==> config.mk <==
export PLATFORM = sky130hd
export DESIGN_NAME = uart_tx_fifo_param
export DESIGN_NICKNAME = d
export VERILOG_FILES = /design/src/rtl/uart_tx_fifo_param.sv
export SDC_FILE = /design/constraint.sdc
export NUM_CORES = 1
export LEC_CHECK = 0
export CAP_MARGIN = 20
export CORE_MARGIN = 1.5
export CORE_UTILIZATION = 53
export DETAILED_ROUTE_END_ITERATION = 12
export PLACE_DENSITY = 0.77
export SYNTH_ARGS = -nofsm -noshare
export SYNTH_HDL_FRONTEND = slang
export SYNTH_SLANG_ARGS = --single-unit
==> constraint.sdc <==
create_clock -name clk -period 3.7 [get_ports clk]
set_clock_uncertainty 0.1 [all_clocks]
set_input_delay 0.37 -clock clk [delete_from_list [all_inputs] [get_ports clk]]
set_output_delay 0.37 -clock clk [all_outputs]
set_load 0.01 [all_outputs]
==> src/rtl/uart_tx_fifo_param.sv <==
// uart_tx_fifo_param: UART transmitter with transmit FIFO; UART_TX_BREAK_EN adds line-break generation
module uart_tx_fifo_param #(
  parameter int DATA_W     = 8,
  parameter int FIFO_DEPTH = 4,
  parameter int CPB_W      = 13
) (
  input  logic                          clk,
  input  logic                          rst,
`ifdef UART_TX_BREAK_EN
  input  logic                          brk_req,
`endif
  input  logic                          s_valid,
  output logic                          s_ready,
  input  logic [DATA_W-1:0]             s_data,
  input  logic [CPB_W-1:0]              clk_per_bit,
  input  logic [1:0]                    parity_mode,
  input  logic                          stop2,
  output logic                          tx,
  output logic                          busy,
  output logic                          tx_done,
  output logic [$clog2(FIFO_DEPTH):0]   fifo_level
);
  localparam int AW = $clog2(FIFO_DEPTH);
  localparam int BW = $clog2(DATA_W);
  localparam logic [AW:0] L_FULL = (AW+1)'(FIFO_DEPTH);
  typedef enum logic [2:0] {
    S_IDLE, S_START, S_DATA, S_PARITY, S_STOP
`ifdef UART_TX_BREAK_EN
    , S_BREAK
`endif
  } state_t;
  state_t              r_state, w_state_nxt;
  logic [DATA_W-1:0]   r_mem [FIFO_DEPTH];
  logic [AW-1:0]       r_wr_ptr, r_rd_ptr;
  logic [AW:0]         r_level;
  logic [DATA_W-1:0]   r_shift;
  logic [CPB_W-1:0]    r_cpb, r_cnt, w_cpb_eff;
  logic [BW-1:0]       r_bit;
  logic                r_stop_idx, r_stop2, r_par_en, r_par, r_tx;
  logic                w_push, w_empty, w_bit_end, w_last_stop, w_frame_end, w_sel, w_load, w_cnt_clr;
`ifdef UART_TX_BREAK_EN
  logic                r_mab;
`endif
  assign s_ready     = r_level != L_FULL;
  assign w_empty     = r_level == '0;
  assign w_push      = s_valid && s_ready;
  assign w_cpb_eff   = (clk_per_bit < CPB_W'(2)) ? CPB_W'(2) : clk_per_bit;
  assign w_bit_end   = r_cnt == r_cpb - CPB_W'(1);
  assign w_last_stop = r_stop_idx == r_stop2;
  assign w_frame_end = r_state == S_STOP && w_bit_end && w_last_stop;
  assign w_sel       = r_state == S_IDLE || w_frame_end;
`ifdef UART_TX_BREAK_EN
  assign w_load      = w_sel && !w_empty && !brk_req;
  assign w_cnt_clr   = w_bit_end || r_state == S_IDLE || (r_state == S_BREAK && !r_mab);
`else
  assign w_load      = w_sel && !w_empty;
  assign w_cnt_clr   = w_bit_end || r_state == S_IDLE;
`endif
  assign tx          = r_tx;
  assign busy        = r_state != S_IDLE;
  assign tx_done     = w_frame_end;
  assign fifo_level  = r_level;

  // Next-state: advance on bit boundaries; a pop (or break) at a decision point overrides
  always_comb begin
    w_state_nxt = r_state;
    case (r_state)
      S_START:  if (w_bit_end) w_state_nxt = S_DATA;
      S_DATA:   if (w_bit_end && r_bit == BW'(DATA_W-1)) w_state_nxt = r_par_en ? S_PARITY : S_STOP;
      S_PARITY: if (w_bit_end) w_state_nxt = S_STOP;
      S_STOP:   if (w_frame_end) w_state_nxt = S_IDLE;
`ifdef UART_TX_BREAK_EN
      S_BREAK:  if (r_mab && w_bit_end) w_state_nxt = S_IDLE;
`endif
      default: ;
    endcase
    if (w_load) w_state_nxt = S_START;
`ifdef UART_TX_BREAK_EN
    else if (w_sel && brk_req) w_state_nxt = S_BREAK;
`endif
  end

  // State register
  always_ff @(posedge clk or posedge rst) begin
    if (rst) r_state <= S_IDLE;
    else     r_state <= w_state_nxt;
  end

  // FIFO pointers and occupancy; full/empty come from the level only
  always_ff @(posedge clk or posedge rst) begin
    if (rst) begin
      r_wr_ptr <= '0;
      r_rd_ptr <= '0;
      r_level  <= '0;
    end else begin
      if (w_push) r_wr_ptr <= r_wr_ptr + AW'(1);
      if (w_load) r_rd_ptr <= r_rd_ptr + AW'(1);
      r_level <= r_level + (AW+1)'(w_push) - (AW+1)'(w_load);
    end
  end

  // FIFO storage, no reset needed since the level gates every read
  always_ff @(posedge clk) begin
    if (w_push) r_mem[r_wr_ptr] <= s_data;
  end

  // Serialiser: latches word and config at pop, shifts bits out on bit boundaries
  always_ff @(posedge clk or posedge rst) begin
    if (rst) begin
      r_tx       <= 1'b1;
      r_cnt      <= '0;
      r_cpb      <= CPB_W'(2);
      r_shift    <= '0;
      r_bit      <= '0;
      r_stop_idx <= 1'b0;
      r_stop2    <= 1'b0;
      r_par_en   <= 1'b0;
      r_par      <= 1'b0;
`ifdef UART_TX_BREAK_EN
      r_mab      <= 1'b0;
`endif
    end else begin
      r_cnt <= w_cnt_clr ? '0 : r_cnt + CPB_W'(1);
      if (w_load) begin
        r_shift    <= r_mem[r_rd_ptr];
        r_par      <= (parity_mode == 2'b10) ? ~^r_mem[r_rd_ptr] : ^r_mem[r_rd_ptr];
        r_par_en   <= ^parity_mode;
        r_stop2    <= stop2;
        r_cpb      <= w_cpb_eff;
        r_bit      <= '0;
        r_stop_idx <= 1'b0;
        r_tx       <= 1'b0;
      end
`ifdef UART_TX_BREAK_EN
      else if (w_sel && brk_req) begin
        r_tx  <= 1'b0;
        r_cpb <= w_cpb_eff;
        r_mab <= 1'b0;
      end else if (r_state == S_BREAK && !r_mab && !brk_req) begin
        r_mab <= 1'b1;
        r_tx  <= 1'b1;
      end
`endif
      else if (w_bit_end) begin
        case (r_state)
          S_START:  r_tx <= r_shift[0];
          S_DATA: begin
            if (r_bit == BW'(DATA_W-1)) r_tx <= r_par_en ? r_par : 1'b1;
            else begin
              r_bit   <= r_bit + BW'(1);
              r_shift <= r_shift >> 1;
              r_tx    <= r_shift[1];
            end
          end
          S_PARITY: r_tx <= 1'b1;
          S_STOP:   r_stop_idx <= 1'b1;
          default: ;
        endcase
      end
    end
  end
endmodule

Word level (Yosys, flattened, before mapping)
Memory sizes are Yosys's and may differ from the RTL's.
Index checks and enable logic that the tools add are counted.
{ "classes": {"add_sub_neg": 7, "order_cmp": 1, "eq_ne": 14, "mux": 28, "n_reduce_logical": 23} }
{ "op_table": {"columns": ["cell", "n"], "rows": [
  ["$mux W8", 4],
  ["$mux W3", 10],
  ["$mux W13", 2],
  ["$ne A3 B3 Y1 const B", 5],
  ["$add A13 B1 Y13 const B", 1],
  ["$eq A13 B13 Y1", 1],
  ["$lt A13 B2 Y1 const B", 1],
  ["$sub A13 B1 Y13 const B", 1],
  ["$pmux W3 S4", 1],
  ["$mux W1", 10],
  ["$reduce_xnor A8 Y1", 1],
  ["$reduce_xor A8 Y1", 1],
  ["$eq A3 B2 Y1 const B", 2],
  ["$eq A3 B3 Y1 const B", 2],
  ["$logic_not A3 Y1", 2],
  ["$reduce_bool A2 Y1", 3],
  ["$logic_and A1 B1 Y1", 5],
  ["$reduce_and A5 Y1", 1],
  ["$reduce_bool A5 Y1", 1],
  ["$add A2 B1 Y2 const B", 2],
  ["$reduce_and A2 Y1", 2],
  ["$reduce_bool A4 Y1", 1],
  ["$add A3 B1 Y3", 1],
  ["$add A3 B1 Y3 const B", 1],
  ["11 further kinds", 12]
]} }
{ "word_totals": {"ff_bits": 52, "mem_bits_rw": 32, "wordCells": 87, "memories": 1} }
{ "memory_table": {"columns": ["name", "words", "word_bits", "read_ports", "rd_ports_with_merged_regs", "wr", "line_no", "rtl"], "rows": [
  ["r_mem", 4, 8, 1, 0, 1, "33", "logic [DATA_W-1:0] r_mem [FIFO_DEPTH];"]
]} }

Longest topological paths before layout
Gate-level depths: netlist (run 1).
{ "depth": {"ltp_word": 8, "ltp_mapped": 17, "ltp_nobuf": 16} }

Worst setup path before layout (run 1)
No wires, ideal clock.
{ "synth_timing": {"path_kind": "reg-to-reg", "start": "register r_cpb[0]", "end": "register r_level[2], in the netlist fifo_level[2]", "setup_ns": 0.129, "t_arrival_ns": 3.506, "required_ns": 3.471, "slack_ns": -0.035, "stages_incl_launch_ff": 18, "cell_sequence": "dfrtp_1 inv_1 ha_1 nor3b_1 a21oi_1 nor4b_1 o2111ai_2 nor3_4 nor2_4 inv_6 buf_4 ha_1 inv_1 ha_1 inv_1 fa_1 xnor2_1 xnor2_1"} }
{ "synth_via": {"elab_chain_cells": 7} }
{ "synth_lines": {"columns": ["item", "line_no", "rtl"], "rows": [
  ["start: declaration", "37", "logic [CPB_W-1:0] r_cpb, r_cnt, w_cpb_eff;"],
  ["start signal: assignment", "129", "r_cpb <= w_cpb_eff;"],
  ["$sub A13 B1 Y13", "48", "assign w_bit_end = r_cnt == r_cpb - CPB_W'(1);"],
  ["$eq A13 B13 Y1", "48", null],
  ["$logic_and A1 B1 Y1 (2 in a row)", "50", "assign w_frame_end = r_state == S_STOP && w_bit_end && w_last_stop;"],
  ["$logic_or A1 B1 Y1", "51", "assign w_sel = r_state == S_IDLE || w_frame_end;"],
  ["$logic_and A1 B1 Y1", "56", "assign w_load = w_sel && !w_empty;"],
  ["$sub A3 B1 Y3", "98", "r_level <= r_level + (AW+1)'(w_push) - (AW+1)'(w_load);"],
  ["end signal: assignment", "98", null],
  ["end: declaration", "35", "logic [AW:0] r_level;"]
]} }
Every way passes these cells.
A chain may end at the register's enable or synchronous reset.

Final worst setup path (run 1)
{ "layout_timing": {"start": "register r_cpb[2]", "end": "register r_level[2], in the netlist fifo_level[2]"} }
The elaborated chain is that of the path after synthesis.

==> metrics, run 1 <==
status=finished, final reports clean; synth-to-layout area growth=17.9%; GRT Overall Usage=0.215; vias in the first global route=2837; critical path's top delay family=simple AND/OR/NAND/NOR gates; Adder-Cell Fraction of Synth Area=0.0368; first-pass iteration count of the detailed router=4; Die Area=about 8600 um^2; post-synthesis mux area share=0.0948; VDD IR-drop max=538 uV; EDFF count, synth=32; Cell Area, Synth=4290 um^2; antenna fix cells=0; dpl hpwl=5890 um; Synth warnings=0; GR Overflow Total=0; Clock Path Buffers=2; number of top-level pins=34; Max Freq=281 MHz; CP bufs+invs=4; Synth Area in Compound Gates=0.0645; worst-skew pair later-pin latency=0.36 ns; Async S/R FF share, synth=0.619; sequential-to-total area share from yosys stat=0.528; worst-path fanout max=7; Tightest Hold Check Type=primary input to asynchronous set/reset pin; antenna-violating nets left=0; CP max-delay cell=or4_4; Final period util=0.963; main combinational cell family by area after synthesis=simple AND/OR/NAND/NOR gates; Critical Path Stages=15; ratio of cells with drive above 1 in the final layout=0.200; Starting Density=0.552; num rows=32; initial DRC count=177; MaxCap Viol Count=0; Fin. Hold Viols=0; final RePlAce weighted congestion=0.887; # port buffers=33; WP data required=3.84 ns; critical path start-end classification=register to register; slowest stage delay, CP=0.51 ns; Global Route met3 Usage=0.0468; hold slack final=approximately 0.23 ns; Top Usage Layer GRT=met2; clock-pin slew on the worst setup and hold paths=0.10 ns; DR vias=roughly 2900; final wirelength=8600 um; Worst Setup EP=fifo_level[2]; worst-path cell chain=or4_4 > or4_1 > a21oi_2 > o2111ai_2 > buf_4 > nor3_4 > nor2_4 > inv_6 > ha_1 > inv_1 > ha_1 > inv_1 > fa_2 > xnor2_2 > xnor2_1; number of synthesized register bits=84; CTS buffer count=9; final setup violation count=0; H-tree depth=3; most frequent cells in the layout=dfrtp_1 (48), clkdlybuf4s50_1 (32), edfxtp_1 (32); worst r2r dst=fifo_level[2]; Mapped Cells=351; max-slew violations=0; Simple-Gate Fraction of Synth Area=0.156; PD cells=about 770 nW/um^2; first-pass GRT wire length=14000 um; max-slew headroom at the worst pin=0.599; flop-to-flop setup slack=about 0.14 ns; Mapped Avg Cell Area=12.2 um^2; placed cell area=between 4000 and 5000 um^2; distinct cell type count after synthesis=60; XOR/XNOR Fraction of Synth Area=0.0869; clock sinks=84; largest net degree at the start of global routing=53; final instance area=slightly above 5000 um^2; Leak=2.04 nW; ys flop type=dfrtp_1; vias per cell=about 5.7; syn_nets=390; CP startpoint=r_cpb[2]; RR Startpoint=r_cpb[2]; Worst Reg-to-Reg Cells=15; CP Capture Type=register; CTS Hold Bufs=0; Layout Nets=440; wire per inst=16.9 um; initial antenna violation count=0; GR Util met1=0.292; CTS tree=built; Final min period=3.56 ns; Die X=93.0 um; Remaining DRCs=0; crit path DAT=3.70 ns; startpoint type of the worst setup path=register; commonest non-fill, non-tap cell in the layout=dfrtp_1; Root Driver=clkbuf_8; met2 Use GR=0.344; CORE AREA=7770 um^2; Chip Height=between 90 and 100 um; worst-margin pin slew=0.602 ns
kinds of logic after synthesis:
kind of cell	after synthesis
simple gates	117
flops	84
buf+inv	29
compound gates	42
mux	26
fa+ha+maj	12
xor+xnor	41
worst reg2reg max path, cell delays in order (launching register included):
cell	delay, ns
dfrtp_2	0.47
or4_4	0.51
or4_1	0.43
a21oi_2	0.18
o2111ai_2	0.16
buf_4	0.18
nor3_4	0.22
nor2_4	0.08
inv_6	0.06
ha_1	0.21
inv_1	0.06
ha_1	0.13
inv_1	0.05
fa_2	0.35
xnor2_2	0.14
xnor2_1	0.12
state kept, by name (all words and copies together) (netlist names):
register / cells
fifo_level: 3
r_bit: 3
r_cnt: 13
r_cpb: 13
r_mem: 32
r_par: 1
r_par_en: 1
r_rd_ptr: 2
r_shift: 8
r_state: 3
r_stop2: 1
r_stop_idx: 1
r_wr_ptr: 2
tx: 1
where the power goes:
part	leakage [nW]	switching, mW	internal (mW)
clock network	0.0906	0.360	0.252
logic	1.02	0.793	0.886
registers	0.935	0.321	1.27
total	2.04	1.47	2.40
cell usage after synthesis (7+ instances only):
| library cell | count | area (um^2) |
|---|---|---|
| o21ai_0 | 14 | 70.1 |
| dfrtp_1 | 50 | 1250 |
| a21oi_1 | 8 | 40.0 |
| nor2_1 | 27 | 101 |
| nand3_1 | 15 | 75.1 |
| xor2_1 | 14 | 123 |
| ha_1 | 11 | 138 |
| and3_1 | 11 | 68.8 |
| mux2_4 | 8 | 120 |
| nor4_1 | 7 | 43.8 |
| nor3_1 | 11 | 55.1 |
| mux4_2 | 8 | 180 |
| xnor2_1 | 26 | 228 |
| inv_1 | 18 | 67.6 |
| nand2_1 | 14 | 52.6 |
| edfxtp_1 | 32 | 961 |
worst min-delay path by stage:
stage / slack (ns) / end / cells after the start / from
2_1_floorplan: 0.36 / r_shift[3] / 2 / r_shift[4]
3_3_place_gp: 0.38 / r_shift[2] / 2 / r_shift[3]
3_5_place_dp: 0.39 / r_shift[5] / 2 / r_shift[6]
4_1_cts: 0.42 / r_shift[1] / 2 / r_shift[2]
5_1_grt: 0.26 / r_cnt[2] / 2 / rst
6_report: 0.23 / r_cnt[5] / 2 / rst
what timing repair did:
action | 4_1_cts | 5_1_grt
setup endpoints to repair | 1 | 2
pin swaps | 1 | 4
resized for setup | 4 | 8
setup buffers | 3 | 5
stage by stage:
stage                     cells  TNS, ns  power [mW]  utilization  worst slack (ns)
final                       508        0        3.88        0.651             0.136
after global routing        508  -0.0146        4.15        0.651           -0.0146
after CTS                   502        0        3.81        0.639            0.0352
after detailed placement    483        0        3.14        0.610            0.0813
after global placement      483        0        3.09        0.610             0.185
after floorplan             351        0        2.75            -            0.0230
final cells by class:
| class | instances | area [um^2] |
|---|---|---|
| clock inverters | 7 | 56.3 |
| inverters | 19 | 76.3 |
| flip-flops and latches | 84 | 2270 |
| well taps | 102 | 128 |
| repair buffers | 49 | 465 |
| clock buffers | 9 | 124 |
| multi-input cells | 238 | 1940 |
| fillers | 598 | 2710 |
layer usage:
metal,up-vias,share of wire
met5,-,0
met4,0,0.013
met3,9,0.049
met2,73,0.49
met1,1442,0.45
li1,1371,-
Power figures use the tool's default switching activity.
==> run 2, diff against run 1 <==
--- a/config.mk
+++ b/config.mk
@@ -13,3 +13,4 @@
 export SYNTH_ARGS = -nofsm -noshare
 export SYNTH_HDL_FRONTEND = slang
 export SYNTH_SLANG_ARGS = --single-unit
+export TNS_END_PERCENT = 30
==> run 2 against run 1 <==
Against the previous run:
- critical path depth is the same
- worst setup slack lost 0.042 ns
- first-iteration DRC count grew 1.7%
- sequential power is essentially flat
- cell count shrank 0.59%
- utilization shrank 0.52 points
- critical endpoint unchanged
==> metrics, run 2 (same netlist as run 1, synthesis figures left out) <==
Tightest Hold Check Type=primary input to asynchronous set/reset pin; Layout Nets=437 (-0.68%); initial antenna violation count=0 (unchanged); wire per inst=17.0 um (+0.16%); final RePlAce weighted congestion=0.887 (unchanged); first-pass iteration count of the detailed router=5 (+1); Comb pwr share=0.426 (-0.007); MaxCap Viol Count=0 (unchanged); # port buffers=33 (unchanged); Die Area=8640 um^2 (unchanged); Die X=93.0 um (unchanged); initial DRC count=180 (+1.7%); CP Capture Type=register; highest routed layer=met4; CTS buffer count=9 (unchanged); max-slew headroom at the worst pin=0.602 (+0.00342); Worst Setup EP=fifo_level[2]; first-pass GRT wire length=14000 um (unchanged); Clock Path Buffers=2 (unchanged); ratio of cells with drive above 1 in the final layout=0.189 (-0.0109); Starting Density=0.552 (unchanged); routed length on met1=3860 um (+0.16%); CTS tree=built; Chip Height=93.0 um (unchanged); CP startpoint=r_cpb[2]; status=finished, final reports clean; most frequent cells in the layout=dfrtp_1 (48), clkdlybuf4s50_1 (32), edfxtp_1 (32); Tot Pwr=3.84 mW (-1.0%); startpoint type of the worst setup path=register; antenna fix cells=0 (unchanged); VDD IR-drop max=536 uV (-0.41%); Final period util=0.975 (+0.0112); hold slack final=0.230 ns (-0.000808 ns); vias per cell=5.72 (+0.39%); clock sinks=84 (unchanged); Fin. Hold Viols=0 (unchanged); Root Driver=clkbuf_8; Biggest register=r_mem; sequential share of power=0.415 (+0.006); final wirelength=8560 um (-0.43%); Worst Reg-to-Reg Cells=15 (unchanged); Cells after DPL=483 (unchanged); max reg flops=32 (unchanged); PD cells=765 nW/um^2 (-0.21%); biggest regs=r_mem x32, r_cnt x13, r_cpb x13; GR Overflow Total=0 (unchanged); worst-skew pair later-pin latency=0.36 ns (about the same); met3 WL=394 um (-6.9%); clock-pin slew on the worst setup and hold paths=0.10 ns (about the same); dpl hpwl=5890 um (unchanged); number of top-level pins=34 (unchanged); internal power=2.38 mW (-1.0%); antenna-violating nets left=0 (unchanged); Remaining DRCs=0 (unchanged); final setup violation count=0 (unchanged); Place WS=0.0813 ns (unchanged); WP data required=3.84 ns (about the same); Final TNS setup=0 ns (unchanged); Net Sw Frac=0.380 (about the same); RR Startpoint=r_cpb[2]; num rows=32 (unchanged); Leak=2.03 nW (-0.83%); synth-to-layout area growth=16.9%; Final WS setup=0.0943 ns (-0.0415 ns); RSZ-0062 raised after global routing=yes; commonest non-fill, non-tap cell in the layout=dfrtp_1; worst-margin pin slew=0.597 ns (-0.00512 ns); Fillers=606 (+1.3%); vias in the first global route=2837 (unchanged); Sw Pwr=1.46 mW (-0.96%); max-slew violations=0 (unchanged); DR vias=2889 (-0.21%); worst-path fanout max=7 (unchanged); Non-Filler Instances=505 (-0.59%); GRT Overall Usage=0.215 (unchanged); CORE AREA=7770 um^2 (unchanged); H-tree depth=3 (unchanged); crit path DAT=3.75 ns (+0.05 ns); flop-to-flop setup slack=0.09 ns (-0.04 ns); clock group share of total power=0.159 (about the same); routed wl met2=4190 um (-0.40%); largest net degree at the start of global routing=53 (unchanged); worst r2r dst=fifo_level[2]; Final min period=3.61 ns (+0.0415 ns); critical path start-end classification=register to register; Max Freq=277 MHz (-1.2%)
## run 2: layout make-up
class | count | area, um^2 | area share
sequential | 84 | 2270 | 0.452
clock buffer | 9 | 124 | 0.0247
tap | 102 | 128 | 0.0254
inverter | 19 | 76.3 | 0.0152
timing repair buffer | 46 | 443 | 0.0883
clock inverter | 7 | 56.3 | 0.0112
multi-input combinational | 238 | 1920 | 0.383
## run 2: critical path, cell delays in order (launching register included)
cell and delay, ns:
dfrtp_2 0.47, or4_4 0.51, or4_1 0.44, a21oi_2 0.19
o2111ai_2 0.16, buf_4 0.18, nor3_4 0.17, nor2_4 0.08
inv_6 0.06, ha_1 0.21, inv_1 0.06, ha_1 0.13
inv_1 0.05, fa_1 0.40, xnor2_2 0.16, xnor2_1 0.12
## run 2: what timing repair did
item	4_1_cts	5_1_grt
endpoints found under the setup margin	1	2
endpoints found under the hold margin	0	0
pin swaps	1	1
hold buffers	0	0
buffers inserted	3	2
resized for setup	4	5
## run 2: worst min path at each step
| stage | to | depth (start not counted) | slack, ns | from |
|---|---|---|---|---|
| after global placement | r_shift[2] | 2 | 0.38 | r_shift[3] |
| after CTS | r_shift[1] | 2 | 0.42 | r_shift[2] |
| after floorplan | r_shift[3] | 2 | 0.36 | r_shift[4] |
| after global routing | r_cnt[2] | 2 | 0.26 | rst |
| after detailed placement | r_shift[5] | 2 | 0.39 | r_shift[6] |
| final | r_cnt[5] | 2 | 0.23 | rst |
## run 2: power by group through the flow
stage	sequential (mW)	combinational, mW	clock [mW]
after floorplan	1.47	1.28	0
after CTS	1.59	1.60	0.625
after detailed placement	1.61	1.53	0
after global placement	1.59	1.50	0
final	1.59	1.64	0.612
after global routing	1.64	1.80	0.663
## run 2: per-stage QoR
step,util,instance area (um^2)
6_report,0.646,5020
2_1_floorplan,-,4290
3_5_place_dp,0.610,4740
3_3_place_gp,0.610,4740
4_1_cts,0.639,4960
5_1_grt,0.646,5020
## run 2: per-layer routing
| layer | global-route usage | vias to the layer above |
|---|---|---|
| met4 | 0.0720 | 0 |
| met2 | 0.344 | 79 |
| met5 | 0 | - |
| met1 | 0.292 | 1436 |
| met3 | 0.0468 | 10 |
| li1 | - | 1364 |
==> run 3, diff against run 2 <==
--- a/config.mk
+++ b/config.mk
@@ -5,11 +5,12 @@
 export SDC_FILE = /design/constraint.sdc
 export NUM_CORES = 1
 export LEC_CHECK = 0
+export ABC_AREA = 1
 export CAP_MARGIN = 20
 export CORE_MARGIN = 1.5
 export CORE_UTILIZATION = 53
 export DETAILED_ROUTE_END_ITERATION = 12
-export PLACE_DENSITY = 0.77
+export PLACE_DENSITY = 0.76
 export SYNTH_ARGS = -nofsm -noshare
 export SYNTH_HDL_FRONTEND = slang
 export SYNTH_SLANG_ARGS = --single-unit
==> run 3 against run 2 <==
Against the previous run:
- worst setup slack better by 0.24 ns
- utilization is 2.1 points lower
- count of clock-buffer cells in the layout stayed put
- non-clock buffer count is 10 lower
- critical path type is now register to output port
- critical endpoint is now tx_done
- highest routed layer unchanged
==> metrics, run 3 <==
crit path DAT=2.90 ns (-0.85 ns); top cell type's share of synthesized area=0.276 (-0.0157); Root Driver=clkbuf_8; Die X=95.5 um (+2.7%); Mapped Cells=533 (+52%); number of top-level pins=34 (unchanged); wire per inst=13.8 um (-18%); Tightest Hold Check Type=primary input to asynchronous set/reset pin; Commonest cells post-synth=nand2_1 (145), inv_1 (61), nor2_1 (57); first-pass GRT wire length=16100 um (+14%); GR Overflow Total=0 (unchanged); CP Capture Type=output port; number of synthesized register bits=84 (unchanged); cell taking the most area after synthesis=dfrtp_1; Final period util=0.910 (-0.0648); MaxCap Viol Count=0 (unchanged); synth top area cells=dfrtp_1 (28%), edfxtp_1 (21%), nand2_1 (12%), inv_1 (5.1%), nor2_1 (4.7%); dpl hpwl=6890 um (+17%); Final min period=3.37 ns (-0.240 ns); num rows=33 (+3.1%); first-pass iteration count of the detailed router=5 (unchanged); max reg flops=32 (unchanged); status=finished, final reports clean; Mapped Avg Cell Area=8.50 um^2 (-30%); Chip Height=95.5 um (+2.7%); CTS Hold Bufs=0 (unchanged); largest net degree at the start of global routing=53 (unchanged); Cell Area, Synth=4530 um^2 (+5.7%); worst-margin pin slew=0.792 ns (+0.195 ns); initial antenna violation count=0 (unchanged); Async S/R FF share, synth=0.619 (unchanged); Final TNS setup=0 ns (unchanged); worst-path fanout max=4 (-3); Remaining DRCs=0 (unchanged); PD cells=773 nW/um^2 (+0.95%); max-slew violations=0 (unchanged); antenna fix cells=0 (unchanged); CORE AREA=8260 um^2 (+6.3%); VDD IR-drop max=544 uV (+1.6%); clock-pin slew on the worst setup and hold paths=0.09 ns (about the same); WP data required=3.23 ns (-0.61 ns); post-cts resize count=0 (-4); final setup violation count=0 (unchanged); Fin. Hold Viols=0 (unchanged); ys flop type=dfrtp_1; Biggest register=r_mem; Layout Nets=609 (+39%); max-slew headroom at the worst pin=0.470 (-0.132); postcts setup bufs=0 (-3); final wirelength=9410 um (+9.9%); distinct cell type count after synthesis=40 (-33%); startpoint type of the worst setup path=register; synth-to-layout area growth=13.8%; GRT Overall Usage=0.233 (+0.0182); worst-skew pair later-pin latency=0.36 ns (about the same); antenna-violating nets left=0 (unchanged); Starting Density=0.549 (-0.00325); # port buffers=33 (unchanged); commonest non-fill, non-tap cell in the layout=nand2_1; final RePlAce weighted congestion=0.953 (+7.5%); top-count cell post-synth=nand2_1; RSZ-0062 raised after global routing=no; Cells after DPL=663 (+37%); Clock Path Buffers=2 (unchanged); most frequent cells in the layout=nand2_1 (145), inv_1 (60), nor2_1 (57); CTS tree=built; H-tree depth=3 (unchanged); clock sinks=84 (unchanged); critical path start-end classification=register to output port; biggest regs=r_mem x32, r_cnt x13, r_cpb x13; syn_nets=572 (+47%); initial DRC count=206 (+14%); Leak=2.36 nW (+17%); vias per cell=5.30 (-7.4%); sequential-to-total area share from yosys stat=0.500 (-0.0284); EDFF count, synth=32 (unchanged); Die Area=9120 um^2 (+5.5%); ratio of cells with drive above 1 in the final layout=0.0835 (-0.105); vias in the first global route=3469 (+22%); DR vias=3602 (+25%); Synth warnings=0 (unchanged); Non-Filler Instances=680 (+35%); Max Freq=297 MHz (+7.1%); CTS buffer count=9 (unchanged)
==> run 3: final cells by class <==
| type | instances | area (um^2) |
|---|---|---|
| multi-input combinational | 371 | 1940 |
| sequential | 84 | 2260 |
| fill | 705 | 3100 |
| clock inverter | 7 | 76.3 |
| timing repair buffer | 36 | 365 |
| clock buffer | 9 | 124 |
| tap | 105 | 131 |
| inverter | 68 | 260 |
==> run 3: final timing paths <==
path	startpoint	endpoint	slack, ns	cells past startpoint
hold reg to reg	r_cpb[1]	r_cpb[1]	0.39	2
min in group clk	r_cpb[1]	r_cpb[1]	0.39	2
setup reg to reg	r_cpb[0]	fifo_level[2]	0.49	20
setup / recovery	r_cpb[0]	tx_done	0.33	12
max in group asynchronous	rst	r_cpb[1]	2.81	3
hold / removal	rst	fifo_level[0]	0.14	2
==> run 3: stage by stage <==
stage | power, mW | setup slack, ns | instance area [um^2] | utilization | hold WS (ns)
6_report | 3.99 | 0.334 | 5160 | 0.625 | 0.139
5_1_grt | 4.34 | 0.0756 | 5160 | 0.625 | 0.161
4_1_cts | 4.00 | 0.312 | 5140 | 0.622 | 0.395
3_5_place_dp | 3.35 | 0.571 | 4940 | 0.598 | 0.381
3_3_place_gp | 3.27 | 0.704 | 4940 | 0.598 | 0.374
2_1_floorplan | 2.93 | 0.631 | 4530 | - | 0.359
==> run 3: cell families (layout without fill, tap and decap cells) <==
family	after synthesis	in the layout	synth area share
AO/OA/AOI/OAI	49	49	0.0588
flip-flops	84	84	0.500
buffers and inverters	78	120	0.0729
adder cells (fa/ha/maj)	12	12	0.0348
AND/OR/NAND/NOR	286	286	0.286
XOR/XNOR	24	24	0.0480
==> run 3: critical path, stage by stage, from the launching register on <==
cell and delay, ns:
dfrtp_1 0.43, inv_2 0.11, ha_1 0.25, nand2_2 0.10
nor2_2 0.15, nand2_1 0.11, nand2_1 0.10, nand3_1 0.09
nand2_1 0.13, nor3b_1 0.28, nand3_1 0.15, nor2_1 0.12
clkdlybuf4s50_1 0.54
==> run 3: report_power, final <==
group	internal, mW	switching [mW]
Clock	0.268	0.385
Combinational	0.702	1.14
Sequential	1.25	0.245
==> run 3: per-layer routing <==
| metal | GRT usage | vias to the layer above | wire [um] |
|---|---|---|---|
| met4 | 0.103 | 0 | 200 |
| li1 | - | 1796 | - |
| met3 | 0.0407 | 17 | 438 |
| met2 | 0.363 | 87 | 4450 |
| met1 | 0.320 | 1702 | 4330 |
| met5 | 0 | - | 0 |
==> RTL change: new RTL, flow settings as in run 3 <==
Make the reset (`rst`) synchronous in 3 clocked blocks.
--- a/src/rtl/uart_tx_fifo_param.sv
+++ b/src/rtl/uart_tx_fifo_param.sv
@@ -82,5 +82,5 @@
 
   // State register
-  always_ff @(posedge clk or posedge rst) begin
+  always_ff @(posedge clk) begin
     if (rst) r_state <= S_IDLE;
     else     r_state <= w_state_nxt;
@@ -88,5 +88,5 @@
 
   // FIFO pointers and occupancy; full/empty come from the level only
-  always_ff @(posedge clk or posedge rst) begin
+  always_ff @(posedge clk) begin
     if (rst) begin
       r_wr_ptr <= '0;
@@ -106,5 +106,5 @@
 
   // Serialiser: latches word and config at pop, shifts bits out on bit boundaries
-  always_ff @(posedge clk or posedge rst) begin
+  always_ff @(posedge clk) begin
     if (rst) begin
       r_tx       <= 1'b1;
Function: differs if rst is asserted again (counterexample within 4 cycles, from zero or initial values and one cycle with rst high); with rst held inactive, the same outputs for 10 cycles.
==> RTL change against run 3 <==
Sequential share of layout area down 3.5 points; power down 6.0%; clock power up 10%; via count up 4.6%; design area down 1.9%; worst hold slack better by 0.23 ns; sequential cell count up 2; first-iteration DRC count down 24%; synthesized area down 2.5%; routed wire length down 1.2%; non-clock buffer count up 2; setup slack better by 0.20 ns; utilization down 0.28 points; critical endpoint is now fifo_level[2].
==> RTL change: results (changes against run 3) <==
[synthesis]
ys.flop_type = dfxtp_1
synth_edf_count = 32  ; unchanged
syn_nets = 617  ; +7.9%
synth_area_leaders = dfxtp_1, edfxtp_1, nand2_1, nand3_1, inv_1
yosysSeqAreaShare_pct = 46.2  ; -3.8 points
synth_cell_types = 34  ; -15%
synth_warnings = 0  ; unchanged
async_flop_share_pct = 0  ; -62 points
synth_common_cells = nand2_1, inv_1, nor2_1, dfxtp_1, nand3_1

[drt]
wirelength_mm = 9.30  ; -1.2%
initialDrtViolationCount = 156  ; -24%
drc = 0  ; unchanged
vias = 3769  ; +4.6%

[critical_path]
r2r_cells = 22  ; +10%
crit_arrival_ns = 3.36  ; +0.46 ns
crit_start = r_cpb[0]
crit_path_max_incr_delay_ns = 0.38  ; -0.16 ns
critPathSlowestCell = dfxtp_1
crit_fanout = 8  ; +4

[global_routing]
grt_max_degree = 40  ; -25%
grt_pass1_vias = 3550  ; +2.3%
antenna_found_initial = 0  ; unchanged
grtUsageTotal_pct = 22.9  ; -0.43 points
grt_pass1_wl_mm = 15.6  ; -3.1%

[clocking]
cts_root_buf = clkbuf_8
clk_latency_ns = 0.36  ; about the same
cts_resized = 0  ; unchanged
clockBufferDepth = 2  ; unchanged
post_cts_buffers = 0  ; unchanged

[run_status]
status = finished clean

[finish]
layout.nets = 653  ; +7.2%
final_layout_size_suffix_gt1_share_pct = 5.82  ; -2.5 points
top_regs = r_mem x32, r_cnt x13, r_cpb x13

[place]
place.port_buffers = 33  ; unchanged
globalplace.congestion = 0.938  ; -1.6%
hpwl_mm = 6.72  ; -2.4%

[power_and_ir_drop]
power_leakage_nw = 2.15  ; -9.1%
vdd_drop_max_uv = 343  ; -37%

[hold_path]
hold_class = register to register
holdPathStages = 2

[timing]
max_slew.worst_pin.slew_ns = 0.839  ; +0.0472 ns

-- RTL change: final timing paths --
kind                                 endpoint  slack (ns)
worst min register to register     r_stop_idx        0.37
worst min-delay path               r_stop_idx        0.37
worst max-delay path            fifo_level[2]        0.53
worst max register to register  fifo_level[2]        0.53
-- RTL change: metrics by stage --
stage          cells  hold slack (ns)  setup WS [ns]  utilization [%]  area (µm²)
3_5_place_dp     708            0.350          0.581             59.6        4840
6_report         724            0.366          0.533             62.2        5060
2_1_floorplan    578            0.330          0.727                -        4420
3_3_place_gp     708            0.342          0.706             59.6        4840
5_1_grt          724            0.384          0.255             62.2        5060
4_1_cts          724            0.364          0.550             62.2        5060
-- RTL change: cells by family after synthesis --
| family | synth area share (%) |
|---|---|
| simple gates | 30.4 |
| buf+inv | 7.87 |
| flops | 46.2 |
| compound gates | 8.78 |
| xor+xnor | 3.17 |
| fa+ha+maj | 3.57 |
-- RTL change: final cells by class --
class | count | area (µm²)
clock inverter | 5 | 83.8
multi-input combinational | 406 | 2030
fill | 721 | 3070
sequential | 86 | 2040
timing repair buffer | 38 | 368
tap | 105 | 131
inverter | 73 | 274
clock buffer | 11 | 131
-- RTL change: power breakdown --
| group | switching, mW | internal (mW) |
|---|---|---|
| Sequential | 0.150 | 1.19 |
| Clock | 0.339 | 0.382 |
| Combinational | 1.09 | 0.598 |
| Total | 1.58 | 2.17 |
-- RTL change: per-layer routing --
| metal | vias up | global-route usage (%) | wire [µm] |
|---|---|---|---|
| li1 | 1950 | - | - |
| met1 | 1722 | 26.2 | 4000 |
| met4 | 0 | 9.08 | 178 |
| met3 | 17 | 3.80 | 356 |
| met2 | 80 | 42.3 | 4760 |
| met5 | - | 0 | 0 |
-- RTL change: critical path: cells and delay by family, from the launching register on --
family                     cells  cell delay, ns
and+or+nand+nor               10            1.12
adders and majority gates      4            0.98
DFF                            1            0.38
AOI/OAI and AO/OA              2            0.19
buffers and inverters          6            0.34
